[src/rtl/uart_tx_arbiter.sv]
// uart_tx_arbiter: packet-locked round-robin arbiter feeding a UART TX AXI-Stream port; optional stall timeout via UART_TX_ARB_TIMEOUT_EN
module uart_tx_arbiter #(
  parameter int num_req_p = 2,
  parameter int data_width_p = 8,
  parameter int timeout_p = 1024
) (
  input  logic                              clk_i,
  input  logic                              reset_ni,
  input  logic [num_req_p*data_width_p-1:0] s_axis_tdata_i,
  input  logic [num_req_p-1:0]              s_axis_tvalid_i,
  input  logic [num_req_p-1:0]              s_axis_tlast_i,
  output logic [num_req_p-1:0]              s_axis_tready_o,
  output logic [data_width_p-1:0]           m_axis_tdata_o,
  output logic                              m_axis_tvalid_o,
  output logic                              m_axis_tlast_o,
  input  logic                              m_axis_tready_i,
  output logic [num_req_p-1:0]              grant_o,
  output logic                              timeout_o
);
  localparam int iw = $clog2(num_req_p);
  typedef enum logic {IDLE, GRANT} state_t;
  state_t state;
  logic [iw-1:0] last_r, pick, cand;
  logic found, out_ready, accept, sel_last, stall_hit;
  logic [data_width_p-1:0] sel_data;
  assign out_ready = !m_axis_tvalid_o || m_axis_tready_i;
  assign s_axis_tready_o = grant_o & {num_req_p{out_ready}};
  assign accept = |(s_axis_tvalid_i & s_axis_tready_o);
  // select the beat offered by the granted requester
  always_comb begin
    sel_data = '0;
    sel_last = 1'b0;
    for (int k = 0; k < num_req_p; k++)
      if (grant_o[k]) begin
        sel_data = s_axis_tdata_i[k*data_width_p +: data_width_p];
        sel_last = s_axis_tlast_i[k];
      end
  end
  // first valid requester scanning upward from the one after last_r
  always_comb begin
    pick = last_r;
    found = 1'b0;
    cand = '0;
    for (int i = 1; i <= num_req_p; i++) begin
      cand = iw'((int'(last_r) + i) % num_req_p);
      if (!found && s_axis_tvalid_i[cand]) begin
        pick = cand;
        found = 1'b1;
      end
    end
  end
`ifdef UART_TX_ARB_TIMEOUT_EN
  logic [15:0] stall_cnt;
  logic granted_valid;
  assign granted_valid = |(s_axis_tvalid_i & grant_o);
  assign stall_hit = state == GRANT && !granted_valid && stall_cnt == 16'(timeout_p - 1);
  // count cycles the granted requester leaves its valid low; downstream backpressure never counts
  always_ff @(posedge clk_i or negedge reset_ni)
    if (!reset_ni) begin
      stall_cnt <= '0;
      timeout_o <= 1'b0;
    end else begin
      timeout_o <= stall_hit;
      stall_cnt <= (state != GRANT || accept) ? '0 : (!granted_valid ? stall_cnt + 16'd1 : stall_cnt);
    end
`else
  assign stall_hit = 1'b0;
  assign timeout_o = 1'b0;
`endif
  // arbitration FSM plus the single-entry output register
  always_ff @(posedge clk_i or negedge reset_ni)
    if (!reset_ni) begin
      state <= IDLE;
      last_r <= iw'(num_req_p - 1);
      grant_o <= '0;
      m_axis_tvalid_o <= 1'b0;
      m_axis_tdata_o <= '0;
      m_axis_tlast_o <= 1'b0;
    end else begin
      if (accept) begin
        m_axis_tvalid_o <= 1'b1;
        m_axis_tdata_o <= sel_data;
        m_axis_tlast_o <= sel_last;
      end else if (m_axis_tready_i) m_axis_tvalid_o <= 1'b0;
      if (state == IDLE && |s_axis_tvalid_i) begin
        state <= GRANT;
        last_r <= pick;
        grant_o <= {{(num_req_p-1){1'b0}}, 1'b1} << pick;
      end else if (state == GRANT && ((accept && sel_last) || stall_hit)) begin
        state <= IDLE;
        grant_o <= '0;
      end
    end
endmodule

[config.mk]
export PLATFORM = sky130hd
export DESIGN_NAME = uart_tx_arbiter
export DESIGN_NICKNAME = d
export VERILOG_FILES = /design/src/rtl/uart_tx_arbiter.sv
export SDC_FILE = /design/constraint.sdc
export NUM_CORES = 1
export LEC_CHECK = 0
export BUFFER_PORTS_ARGS = -buffer_cell sky130_fd_sc_hd__buf_4
export CAP_MARGIN = 20
export CORE_MARGIN = 2
export CORE_UTILIZATION = 40
export DETAILED_ROUTE_END_ITERATION = 8
export GPL_TIMING_DRIVEN = 0
export HOLD_SLACK_MARGIN = 0.12
export PLACE_DENSITY = 0.74
export SLEW_MARGIN = 20
export SYNTH_ARGS = -nofsm -noshare
export SYNTH_HDL_FRONTEND = slang
export SYNTH_SLANG_ARGS = --single-unit
[constraint.sdc]
create_clock -name clk_i -period 2.76 [get_ports clk_i]
set_clock_uncertainty 0.05 [all_clocks]
set_input_delay 0.276 -clock clk_i [delete_from_list [all_inputs] [get_ports clk_i]]
set_output_delay 0.276 -clock clk_i [all_outputs]
set_load 0.1 [all_outputs]
==> out/metrics.cfg <==
[outcome]
run_status = completed

[detailed_routing]
drtPass1Iterations = 4
drtIter0Drc = 21
ant_nets = 0
drc = 0
routed_wl_mm = 1.62
routedWlPerCell_um = 12.7
vias = 671
viasPerCell = 5.28

[synthesis]
syn-instance-count = 69
synth_top_family_by_area = compound AO/OA/AOI/OAI gates
synthSimpleGateAreaFrac = 0.121
synth_xor_area_frac = 0
synth_mux_area_frac = 0.0170
syn_area_per_cell_sq_um = 9.59
synth_cell_type_count = 22
syn_nets = 92
netlist_area_sq_um = 662
synth_area_leader_cell = dfrtp_1
synth_top_area_frac = 0.491
synth-compound-area-share = 0.272
netlist_top_cells_area = dfrtp_1 (49%), a21oi_1 (9.8%), a22oi_1 (7.9%)
ys_warn_count = 0
synth_seq_cells = 14
seq_area_frac_synth = 0.531
synthAdderAreaFrac = 0

[place]
portBuffers = 36
place_area_sq_um = 956
place.gp.congestion = 0.787
dp.final_hpwl_mm = 1.22

[setup_path]
worst-endpoint-required_ns = 2.43
end_kind = output port
setup.worst_path.start_class = flip-flop
path_max_fanout = 10
arrival_ns = 1.59
crit_type = reg2out

[global_routing]
overflow = 0
first_global_vias = 611
antenna_found_initial = 0
grt_pass1_wl_mm = 2.52
grt_use_total = 0.177
grt_max_degree = 15

[floorplanning]
initial_core_util = 0.434
fp.dieArea_sq_um = 2000
core.rowCount = 14
ios = 38
dieHeight_um = 44.7
die_x_um = 44.7
coreArea_sq_um = 1520

[sta]
finalSetupViolations = 0
rsz0062_at_grt = false
hold_viol_final = 0
fin_crit_ns = 1.92
finalSetupTns_ns = 0
period_share = 0.696
worst_hold_slack_ns = 0.202
drv_slew = 0
fmax_mhz = 521

[cells_and_area]
drive_gt1_frac = 0.423
num_antenna_cells = 0
seqCellArea_sq_um = 352
fin_util = 0.664
final_nets = 135
multi_input_area_sq_um = 279
stdcell_area_sq_um = 1010
fillers = 133
area_growth_pct = 52.9

[clock_network]
clockBufferDepth = 2
cts.clk_slew.worst_paths_ns = 0.09
cts_max_level = 1
clockRootBuffer = clkbuf_4
clk_latency_ns = 0.28
tritoncts = done
cts.repair.resized = 0
cts_inserted_buffers = 3
clock_sinks = 14

[run]
max_cap_viol_count = 0

[min_path]
hp-class = in2reg

## timing repair
action	CTS	global route
setup buffers	0	0
hold buffers	2	0
hold endpoints to repair	15	0
## sequential cells by signal, summed over array words and instances (netlist names)
| register | count |
|---|---|
| m_axis_tvalid_o | 1 |
| m_axis_tdata_o | 8 |
| grant_o | 2 |
| state | 1 |
| last_r | 1 |
| m_axis_tlast_o | 1 |
## critical path: stages, from the launching register on
cell and delay [ns]:
dfrtp_1 0.45, clkbuf_1 0.38, and2_1 0.19, buf_4 0.28
## path summary, 6_finish.rpt
path	start	to	slack, ns	depth (start not counted)
min in group asynchronous	reset_ni	state$_DFFE_PN0P_	0.32	2
min reg2reg	m_axis_tlast_o$_DFFE_PN0P_	m_axis_tlast_o$_DFFE_PN0P_	0.47	1
min	s_axis_tvalid_i[1]	state$_DFFE_PN0P_	0.20	2
max reg2reg	grant_o[1]$_DFFE_PN0P_	grant_o[1]$_DFFE_PN0P_	1.29	4
max in group asynchronous	reset_ni	last_r$_DFFE_PN1P_	2.11	2
max	grant_o[1]$_DFFE_PN0P_	s_axis_tready_o[1]	0.84	3
## placed cells by master, fill, tap and decap left out, types with 2 or more instances in the layout
| cell type | n |
|---|---|
| buf_4 | 38 |
| dfrtp_1 | 13 |
| a21oi_1 | 12 |
| nor2_1 | 10 |
| a22oi_1 | 7 |
| nand2_1 | 5 |
| inv_1 | 3 |
| clkbuf_4 | 3 |
| a31o_1 | 2 |
| dlygate4sd3_1 | 2 |
## cell type report
class,count,area share
Sequential cell,14,0.347
Timing Repair Buffer,38,0.287
Clock buffer,4,0.0358
Inverter,3,0.0111
Tap cell,16,0.0198
Multi-Input combinational cell,48,0.276
Buffer,4,0.0235
## cells in the mapped netlist
| library cell | number |
|---|---|
| a21oi_1 | 13 |
| dfrtp_1 | 13 |
| nor2_1 | 10 |
| a22oi_1 | 7 |
| nand2_1 | 5 |
| inv_1 | 3 |
| a31o_1 | 2 |
| buf_4 | 2 |
| a21oi_4 | 1 |
| a22o_1 | 1 |
| a31oi_1 | 1 |
| and2_1 | 1 |
| and3_1 | 1 |
| buf_2 | 1 |
| clkbuf_1 | 1 |
| conb_1 | 1 |
| dfstp_2 | 1 |
| mux2_2 | 1 |
| nand3_1 | 1 |
| nor2b_1 | 1 |
| o21ai_0 | 1 |
| o31a_1 | 1 |
## metal layers
metal | vias up | share of wire | track usage
met1 | 309 | 0.41 | 0.210
met2 | 32 | 0.48 | 0.278
met5 | - | 0 | 0
met3 | 5 | 0.077 | 0.0327
met4 | 0 | 0.027 | 0.139
li1 | 325 | - | -
## cell families (layout without fill, tap and decap cells)
family,Yosys count,in the layout
AOI/OAI and AO/OA,27,27
buffers and inverters,7,49
DFF,14,14
muxes,1,1
other,1,1
and+or+nand+nor,19,19
## through the flow
stage | std cells | worst slack, ns
detailed placement | 121 | 1.15
CTS | 127 | 0.830
global route | 127 | 0.722
finish | 127 | 0.840
floorplan | 69 | 0.331
global placement | 121 | 1.18
Power is left out: the tool's default activity adds up to more than one toggle a clock period on the data nets, which glitch-free logic cannot reach.
